[src/rtl/collision_event_hub.sv]
`default_nettype none
// ============================================================================
//  Module      : collision_event_hub
//  Description : Evaluates a table of object-pair collision rules against the
//                per-pixel drawing requests. For every rule it produces a
//                combinational collision level, a registered once-per-frame
//                hit pulse and a summary of the rules that fired during the
//                previous frame. Fired rule IDs are queued into a small event
//                FIFO with a valid/ready handshake so a sequencer can consume
//                them one at a time.
//  Revision    : 1.0 - initial release
// ----------------------------------------------------------------------------
//  Ports
//    clk             in   1          system clock
//    resetN          in   1          asynchronous active-low reset
//    startOfFrame    in   1          one-cycle pulse at frame start
//    draw_req        in   NUM_OBJ    per-object drawing request
//    rule_enable     in   NUM_RULES  per-rule enable
//    collision_level out  NUM_RULES  combinational overlap per rule
//    hit_pulse       out  NUM_RULES  first overlap of a rule in a frame
//    frame_hits      out  NUM_RULES  rules that fired in the previous frame
//    evt_valid       out  1          event FIFO head valid
//    evt_id          out  ID_W       rule index at the FIFO head
//    evt_ready       in   1          consumer accepts the head
//    evt_overflow    out  1          sticky: an event was merged
//    evt_ovf_clr     in   1          clears evt_overflow
// ============================================================================
module collision_event_hub #(
    parameter int NUM_OBJ    = 9,
    parameter int NUM_RULES  = 9,
    parameter int OBJ_W      = $clog2(NUM_OBJ),
    // Rule r uses bits [r*OBJ_W +: OBJ_W]; listed below from rule 8 down to 0.
    // Objects: 0 char, 1 explosion, 2 bomb, 3 wall, 4 boots, 5 life,
    //          6 addBomb, 7 landMine, 8 explosionMine.
    parameter logic [NUM_RULES*OBJ_W-1:0] RULE_A = {
        OBJ_W'(8), OBJ_W'(7), OBJ_W'(8), OBJ_W'(0), OBJ_W'(1),
        OBJ_W'(0), OBJ_W'(0), OBJ_W'(0), OBJ_W'(0)
    },
    parameter logic [NUM_RULES*OBJ_W-1:0] RULE_B = {
        OBJ_W'(0), OBJ_W'(0), OBJ_W'(1), OBJ_W'(1), OBJ_W'(3),
        OBJ_W'(6), OBJ_W'(5), OBJ_W'(4), OBJ_W'(3)
    },
    parameter int FIFO_DEPTH = 4
) (
    input  logic                          clk,
    input  logic                          resetN,
    input  logic                          startOfFrame,
    input  logic [NUM_OBJ-1:0]            draw_req,
    input  logic [NUM_RULES-1:0]          rule_enable,
    output logic [NUM_RULES-1:0]          collision_level,
    output logic [NUM_RULES-1:0]          hit_pulse,
    output logic [NUM_RULES-1:0]          frame_hits,
    output logic                          evt_valid,
    output logic [$clog2(NUM_RULES)-1:0]  evt_id,
    input  logic                          evt_ready,
    output logic                          evt_overflow,
    input  logic                          evt_ovf_clr
);

    localparam int ID_W  = $clog2(NUM_RULES);
    localparam int PTR_W = $clog2(FIFO_DEPTH);
    localparam int CNT_W = $clog2(FIFO_DEPTH + 1);

    // ------------------------------------------------------------------------
    // Registered state
    // ------------------------------------------------------------------------
    logic [NUM_RULES-1:0] r_flag;        // rule already fired in this frame
    logic [NUM_RULES-1:0] r_hit;
    logic [NUM_RULES-1:0] r_frame_hits;
    logic [NUM_RULES-1:0] r_pending;     // fired, not yet pushed into the FIFO
    logic                 r_overflow;
    logic [ID_W-1:0]      r_mem [FIFO_DEPTH];
    logic [PTR_W-1:0]     r_wr_ptr;
    logic [PTR_W-1:0]     r_rd_ptr;
    logic [CNT_W-1:0]     r_count;       // 0..FIFO_DEPTH, separates full/empty

    // ------------------------------------------------------------------------
    // Combinational signals
    // ------------------------------------------------------------------------
    logic [NUM_RULES-1:0] w_flag_eff;
    logic [NUM_RULES-1:0] w_set;
    logic [NUM_RULES-1:0] w_push_oh;
    logic [NUM_RULES-1:0] w_push_clr;
    logic [ID_W-1:0]      w_push_id;
    logic                 w_push_any;
    logic                 w_push;
    logic                 w_pop;
    logic                 w_full;
    logic                 w_merge;

    // ------------------------------------------------------------------------
    // Rule evaluation. Rules whose object index lies outside the request
    // vector can never overlap and are tied low.
    // ------------------------------------------------------------------------
    for (genvar r = 0; r < NUM_RULES; r++) begin : g_rule
        localparam int c_obj_a = int'(RULE_A[r*OBJ_W +: OBJ_W]);
        localparam int c_obj_b = int'(RULE_B[r*OBJ_W +: OBJ_W]);
        if ((c_obj_a < NUM_OBJ) && (c_obj_b < NUM_OBJ)) begin : g_valid
            assign collision_level[r] = rule_enable[r]
                                      & draw_req[c_obj_a]
                                      & draw_req[c_obj_b];
        end else begin : g_invalid
            assign collision_level[r] = 1'b0;
        end
    end

    // ------------------------------------------------------------------------
    // Next-state logic
    // ------------------------------------------------------------------------
    always_comb begin
        // The frame clear is applied before the overlap test, so an overlap
        // in the startOfFrame cycle is counted for the new frame.
        w_flag_eff = startOfFrame ? '0 : r_flag;
        w_set      = collision_level & ~w_flag_eff;

        w_full     = (r_count == CNT_W'(FIFO_DEPTH));
        w_pop      = evt_valid & evt_ready;

        // Lowest-index pending rule is the push candidate.
        w_push_any = 1'b0;
        w_push_id  = '0;
        w_push_oh  = '0;
        for (int i = NUM_RULES - 1; i >= 0; i--) begin
            if (r_pending[i]) begin
                w_push_any = 1'b1;
                w_push_id  = ID_W'(i);
                w_push_oh  = NUM_RULES'(1) << i;
            end
        end

        // A full FIFO still accepts a push when its head leaves this cycle.
        w_push     = w_push_any & (~w_full | w_pop);
        w_push_clr = w_push ? w_push_oh : '0;

        // A new hit on a rule whose previous event is still waiting (and is
        // not leaving this cycle) collapses into one event.
        w_merge    = |(w_set & r_pending & ~w_push_clr);
    end

    // ------------------------------------------------------------------------
    // State registers
    // ------------------------------------------------------------------------
    always_ff @(posedge clk or negedge resetN) begin
        if (!resetN) begin
            r_flag       <= '0;
            r_hit        <= '0;
            r_frame_hits <= '0;
            r_pending    <= '0;
            r_overflow   <= 1'b0;
            r_wr_ptr     <= '0;
            r_rd_ptr     <= '0;
            r_count      <= '0;
            for (int i = 0; i < FIFO_DEPTH; i++) begin
                r_mem[i] <= '0;
            end
        end else begin
            r_hit     <= w_set;
            r_flag    <= w_flag_eff | collision_level;
            if (startOfFrame) begin
                r_frame_hits <= r_flag;
            end

            r_pending <= (r_pending & ~w_push_clr) | w_set;

            // Setting wins over a simultaneous clear.
            if (w_merge) begin
                r_overflow <= 1'b1;
            end else if (evt_ovf_clr) begin
                r_overflow <= 1'b0;
            end

            if (w_push) begin
                r_mem[r_wr_ptr] <= w_push_id;
                r_wr_ptr        <= r_wr_ptr + 1'b1;
            end
            if (w_pop) begin
                r_rd_ptr <= r_rd_ptr + 1'b1;
            end

            case ({w_push, w_pop})
                2'b10:   r_count <= r_count + CNT_W'(1);
                2'b01:   r_count <= r_count - CNT_W'(1);
                default: r_count <= r_count;
            endcase
        end
    end

    // ------------------------------------------------------------------------
    // Outputs
    // ------------------------------------------------------------------------
    assign hit_pulse    = r_hit;
    assign frame_hits   = r_frame_hits;
    assign evt_overflow = r_overflow;
    assign evt_valid    = (r_count != '0);
    assign evt_id       = r_mem[r_rd_ptr];

endmodule
`default_nettype wire

[config.mk]
export PLATFORM = sky130hd
export DESIGN_NAME = collision_event_hub
export DESIGN_NICKNAME = d
export VERILOG_FILES = /design/src/rtl/collision_event_hub.sv
export SDC_FILE = /design/constraint.sdc
export NUM_CORES = 1
export LEC_CHECK = 0
export CORE_MARGIN = 3
export CORE_UTILIZATION = 54
export CTS_CLUSTER_SIZE = 10
export DETAILED_ROUTE_END_ITERATION = 16
export GPL_TIMING_DRIVEN = 0
export PLACE_DENSITY = 0.84
export SLEW_MARGIN = 30
export SYNTH_ARGS = -nofsm -noshare
export SYNTH_HDL_FRONTEND = slang
export SYNTH_SLANG_ARGS = --single-unit
[constraint.sdc]
create_clock -name clk -period 4.7 [get_ports clk]
set_input_delay 0.47 -clock clk [delete_from_list [all_inputs] [get_ports clk]]
set_output_delay 0.47 -clock clk [all_outputs]
set_load 0.01 [all_outputs]
==> metrics, run 1 <==
critical path capture point type flip-flop; CTS Buf Count 9; I/O pins 56; DR iter-0 viols 69; Placement Cell Area 0.00330 mm^2; HP Class primary input to asynchronous set/reset pin; leading post-synthesis cells by cell area dfrtp_1 56%, mux2_2 11%, mux4_2 3.4%; vias in the first global route 2010; share of synthesized registers carrying an async set or reset 100%; Final setup viols 0; Synth Register Bits 60; clock insertion delay at the later pin of the skew report 0.33 ns; Final Hold Viols 0; period utilization 55.6%; layout cells sized above 1 21.3%; slowest cell on the critical path nor4b_2; Syn Area/Cell approximately 13 um^2; Die Area 0.00580 mm^2; Crit Path Max Fanout 7; Layout area overhead 31.9%; CP arrival around 2.9 ns; Die W about 76 um; Reg-to-Reg Start r_pending[4]; slew margin rel. 59.2%; Max-Cap Viols 0; filler cell count roughly 300; CTS Root Cell clkbuf_8; Peak VDD IR around 240 uV; finished layout cell area 0.00351 mm^2; Post-synth EDFFs 0; Crit path top cell by count xor2_1; worst slew pin tran a little over 0.6 ns; yosys warns 0; initial antenna violation count 0; GRT Total Usage around a fifth; setup bufs post-CTS 0; Synth cell types 46; post_cts resized 0; final non-filler cell total 342; via count ~1900; Routed Antenna Nets 0; placed cells between 300 and 400; GR peak layer met2; WS Path Type primary input to flip-flop; crit-path cells clkdlybuf4s50_1 > nor4b_2 > nor2_2 > inv_2 > ha_1 > inv_1 > fa_1 > xor2_1 > nor2_1 > xor2_1; max-slew violations 0; startpoint types primary input; port bufs 54; unrepaired setup endpoints after global routing false; Lkg Pwr between 1.5 and 2 nW; Mapped Nets approximately 240; Core Region ~0.0046 mm^2; Die Ht about 76 um; CTS tree yes; met1 usage about a quarter; CP peak stage delay 0.55 ns; largest net degree at the start of global routing 40; via density per instance 5.42; CP delay by family, top simple AND/OR/NAND/NOR gates; crit path buf inv count 3; DPL Wire Length 3.99 mm; Reg2Reg Capture Point r_count[2]; Post-Route Setup TNS 0 ns; Final Wtd Congestion about 0.76; htree depth 3; WP data required slightly below 5 ns; status finished, final reports clean; reg2reg setup slack about 2.1 ns; Syn Inst Count between 200 and 250; # DRC 0; n_diodes 0; Syn Std Cell Area approximately 0.0027 mm^2; Hold Buf Count CTS 0; CTS clk-pin slew, worst paths roughly 0.060 ns; post-synth top area cell dfrtp_1; first-pass GRT wire length 9.27 mm; Seq/Total Area, Yosys approximately 56%; final WL roughly 5.4 mm; M3 GR Usage 8.63%; # rows 24; Final min period approximately 2.6 ns; Pre-Repair DR Iteration Count 4; Remaining Overflow, GRT 0; clk buf depth 2; Routed WL per cell 15.9 um; Power Density 544 mW/mm^2; clock sinks 60; worst r2r path cells 11; clock skew 0.00636 ns; met2 GRT Util about a third; Fmax achieved 383 MHz; share of the synthesized area in the top cell type a little under three fifths; Main synth FF type dfrtp_1; Layout Nets 302; starting density of the core between 50% and 60%
## logic make-up (layout without fill, tap and decap cells)
logic type | count (synthesis) | in the layout | synth area share (%)
xor+xnor | 6 | 6 | 1.98
fa+ha+maj | 6 | 6 | 3.11
compound gates | 29 | 29 | 8.23
buf+inv | 16 | 86 | 2.35
mux | 30 | 30 | 14.4
simple gates | 60 | 60 | 13.5
flops | 60 | 60 | 56.5
## cell type report
type	instances	area, um^2	share of cell area [%]
Buffer	4	17.5	0.499
Clock buffer	14	173	4.92
Clock inverter	1	30.0	0.856
Inverter	12	45.0	1.28
Multi-Input combinational cell	131	1100	31.4
Sequential cell	60	1500	42.8
Tap cell	65	81.3	2.32
Timing Repair Buffer	55	558	15.9
## where the power goes
group | switching [W] | total, W | internal, W | leakage [nW]
Combinational | 0.000289 | 0.000669 | 0.000380 | 0.795
Sequential | 0.000107 | 0.000769 | 0.000662 | 0.768
Clock | 0.000183 | 0.000469 | 0.000286 | 0.103
## synthesized netlist by cell type (2+ instances only)
cell / instances
xor2_1: 3
a21oi_1: 2
and2_1: 4
o21bai_1: 4
ha_1: 5
a21o_1: 6
mux2_2: 25
dfrtp_1: 60
a21boi_0: 4
inv_1: 11
nand2b_1: 11
mux4_2: 4
a31oi_1: 2
xnor2_1: 3
nand4_1: 2
or4_4: 2
nor3_1: 4
and3_1: 9
or3_1: 2
o211ai_1: 2
nor2_1: 6
nand2_1: 10
o31ai_1: 3
## metal layers
metal  wire length (um)  vias up
met5                  0        -
met4                 92        0
met3                371       11
met2               2670       53
met1               2300      925
li1                   -      864
## layout by cell type (no fill, tap or decap), types with 6 or more instances in the layout
master / n
dfrtp_1: 60
clkdlybuf4s50_1: 53
mux2_2: 25
clkbuf_8: 12
inv_1: 11
nand2b_1: 11
nand2_1: 10
and3_1: 9
nor2_1: 6
a21o_1: 6
## how the worst max path moves through the flow
stage,cells past startpoint,endpoint,start
2_1_floorplan,11,r_count[2],r_pending[4]
3_3_place_gp,1,frame_hits[1],resetN
3_5_place_dp,10,r_count[2],evt_ready
4_1_cts,10,r_count[2],evt_ready
5_1_grt,10,r_count[2],evt_ready
6_report,10,r_count[2],evt_ready
## sequential cells by signal, summed over array words and instances, names as in the netlist
| signal | flops |
|---|---|
| frame_hits | 9 |
| evt_overflow | 1 |
| hit_pulse | 9 |
| r_mem | 16 |
| r_flag | 9 |
| r_pending | 9 |
| r_rd_ptr | 2 |
| r_count | 3 |
| r_wr_ptr | 2 |
## per-stage QoR
stage	worst slack, ns	utilization [%]	total power, W	hold WS, ns
floorplan	2.29	-	0.00120	0.174
global placement	1.30	71.9	0.00141	0.482
detailed placement	1.75	72.4	0.00145	0.384
CTS	2.07	76.8	0.00193	0.0269
global route	1.99	76.8	0.00203	0.0261
finish	2.09	76.8	0.00191	0.0273
No activity file was read; power rests on OpenSTA's default activity.
==> inputs of run 2 (changes only) <==
CORE_UTILIZATION = 50   (was 54)
PLACE_DENSITY = 0.79   (was 0.84)
clock period = 2.65 ns   (was 4.7 ns; I/O delays follow)
==> run 2 against run 1 <==
  * Clock skew increased by 0.0020 ns
  * Final area increased by 1.6%
  * Cell count increased by 2.3%
  * Clock power increased by 75%
  * Die area increased by 7.4%
  * Worst setup slack got worse by 1.9 ns
  * Clock-buffer cell count decreased by 2
  * Critical endpoint unchanged
  * Highest routed layer unchanged
==> metrics, run 2 (synthesis gave the netlist of run 1 again) <==
status finished, final reports clean; vias in the first global route approximately 2000; I/O pins between 50 and 60; via count about 1900; Peak VDD IR between 500 and 600 uV; Die Ht between 70 and 80 um; Pre-Repair DR Iteration Count 4; DR WL met3 ~440 um; met2 WL post-DR 2.47 mm; clock sinks 60; filler cell count about 380; clock insertion delay at the later pin of the skew report 0.33 ns; DR top layer met4; Reg-to-Reg Start r_pending[0]; Reg area 0.00150 mm^2; critical path capture point type flip-flop; Layout Nets just over 300; Final Wtd Congestion 0.754; Fmax achieved 399 MHz; worst slew pin tran just over 0.6 ns; CP arrival about 2.8 ns; clk buf depth 2; first-pass GRT wire length approximately 8.9 mm; starting density of the core 53.8%; WP data required between 2 and 3 ns; Crit Path Max Fanout 9; Power Density around 950 mW/mm^2; CTS tree yes; Final Hold Viols 0; Die Area 0.00623 mm^2; GRT Total Usage around a fifth; area of the multi-input gates between 0.001 and 0.0015 mm^2; final WL 5.11 mm; initial antenna violation count 0; startpoint types flip-flop; Max-Cap Viols 0; WS Path Type flip-flop to flip-flop; Core Region roughly 0.0049 mm^2; CTS Root Cell clkbuf_8; HP Class primary input to asynchronous set/reset pin; commonest non-fill, non-tap cell in the layout dfrtp_1; DR iter-0 viols 100; PnR worst setup slack 0.146 ns; clock skew between 0.008 and 0.009 ns; Routed Antenna Nets 0; most frequent cells in the layout 60 x dfrtp_1, 53 x clkdlybuf4s50_1, 25 x mux2_2; wire length on met1 about 2.1 mm; max FFs per register 16; DPL Wire Length roughly 3.8 mm; Layout area overhead 34.0%; CTS Buf Count 9; # DRC 0; worst r2r path cells 11; reg2reg setup slack 0.15 ns; Final setup viols 0; slew margin rel. approximately three fifths; htree depth 3; period utilization a little over nine tenths; Reg2Reg Capture Point r_count[2]; # rows 25; max-slew violations 0; Die W about 80 um; Routed WL per cell roughly 15 um; Largest Register r_mem; Lkg Pwr ~1.7 nW; largest net degree at the start of global routing 46; unrepaired setup endpoints after global routing false; port bufs 54; layout cells sized above 1 between 20% and 30%; Remaining Overflow, GRT 0; final core utilization between 70% and 80%; CTS clk-pin slew, worst paths about 0.070 ns; via density per instance around 5.3; n_diodes 0; Place WS -0.0811 ns; Final min period ~2.5 ns
run 2: critical path, stage by stage, from the launching register on:
cell	delay, ns
dfrtp_1	0.36
buf_2	0.17
or4_4	0.48
nor3_4	0.18
nor2_2	0.10
inv_2	0.10
ha_1	0.19
inv_1	0.06
fa_1	0.37
xor2_1	0.15
nor2_1	0.12
xor2_1	0.16
run 2: metrics by stage:
step / power [W] / TNS [ns] / hold WS (ns) / area, um^2 / instances
after detailed placement: 0.00256 / -0.0811 / 0.144 / 3310 / 329
after global placement: 0.00249 / -35.09 / 0.476 / 3280 / 328
final: 0.00338 / 0 / 0.339 / 3560 / 350
after floorplan: 0.00214 / 0 / -0.0306 / 2660 / 207
after CTS: 0.00339 / 0 / 0.328 / 3530 / 346
after global routing: 0.00361 / 0 / 0.347 / 3560 / 350
run 2: worst max path at each step:
| stage | start | to | slack [ns] | depth (start not counted) |
|---|---|---|---|---|
| floorplan | r_pending[4] | r_count[2] | 0.24 | 11 |
| global placement | resetN | frame_hits[2] | -0.58 | 1 |
| detailed placement | evt_ready | r_count[2] | -0.08 | 10 |
| CTS | r_pending[4] | r_count[2] | 0.03 | 11 |
| global route | r_pending[0] | r_count[2] | 0.004 | 11 |
| finish | r_pending[0] | r_count[2] | 0.15 | 11 |
run 2: per-layer routing:
layer	global-route usage [%]	vias up
li1	-	875
met1	22.2	913
met2	29.3	61
met3	8.50	13
met4	9.11	0
met5	0	-
run 2: where the power goes:
group / switching (W) / internal [W]
Clock: 0.000340 / 0.000482
Combinational: 0.000510 / 0.000701
Sequential: 0.000177 / 0.00117
run 2: area by class of cell:
class / instances / share of cell area (%)
multi-input combinational: 131 / 31.1
inverter: 12 / 1.26
clock buffer: 12 / 4.35
clock inverter: 4 / 1.33
sequential: 60 / 42.1
buffer: 4 / 0.492
tap: 67 / 2.35
timing repair buffer: 60 / 17.0
run 2: timing repair:
item | 4_1_cts | 5_1_grt
buffers inserted | 0 | 4
hold endpoints to repair | 15 | 0
hold buffers | 1 | 0
resized for setup | 0 | 1
setup endpoints to repair | 0 | 1
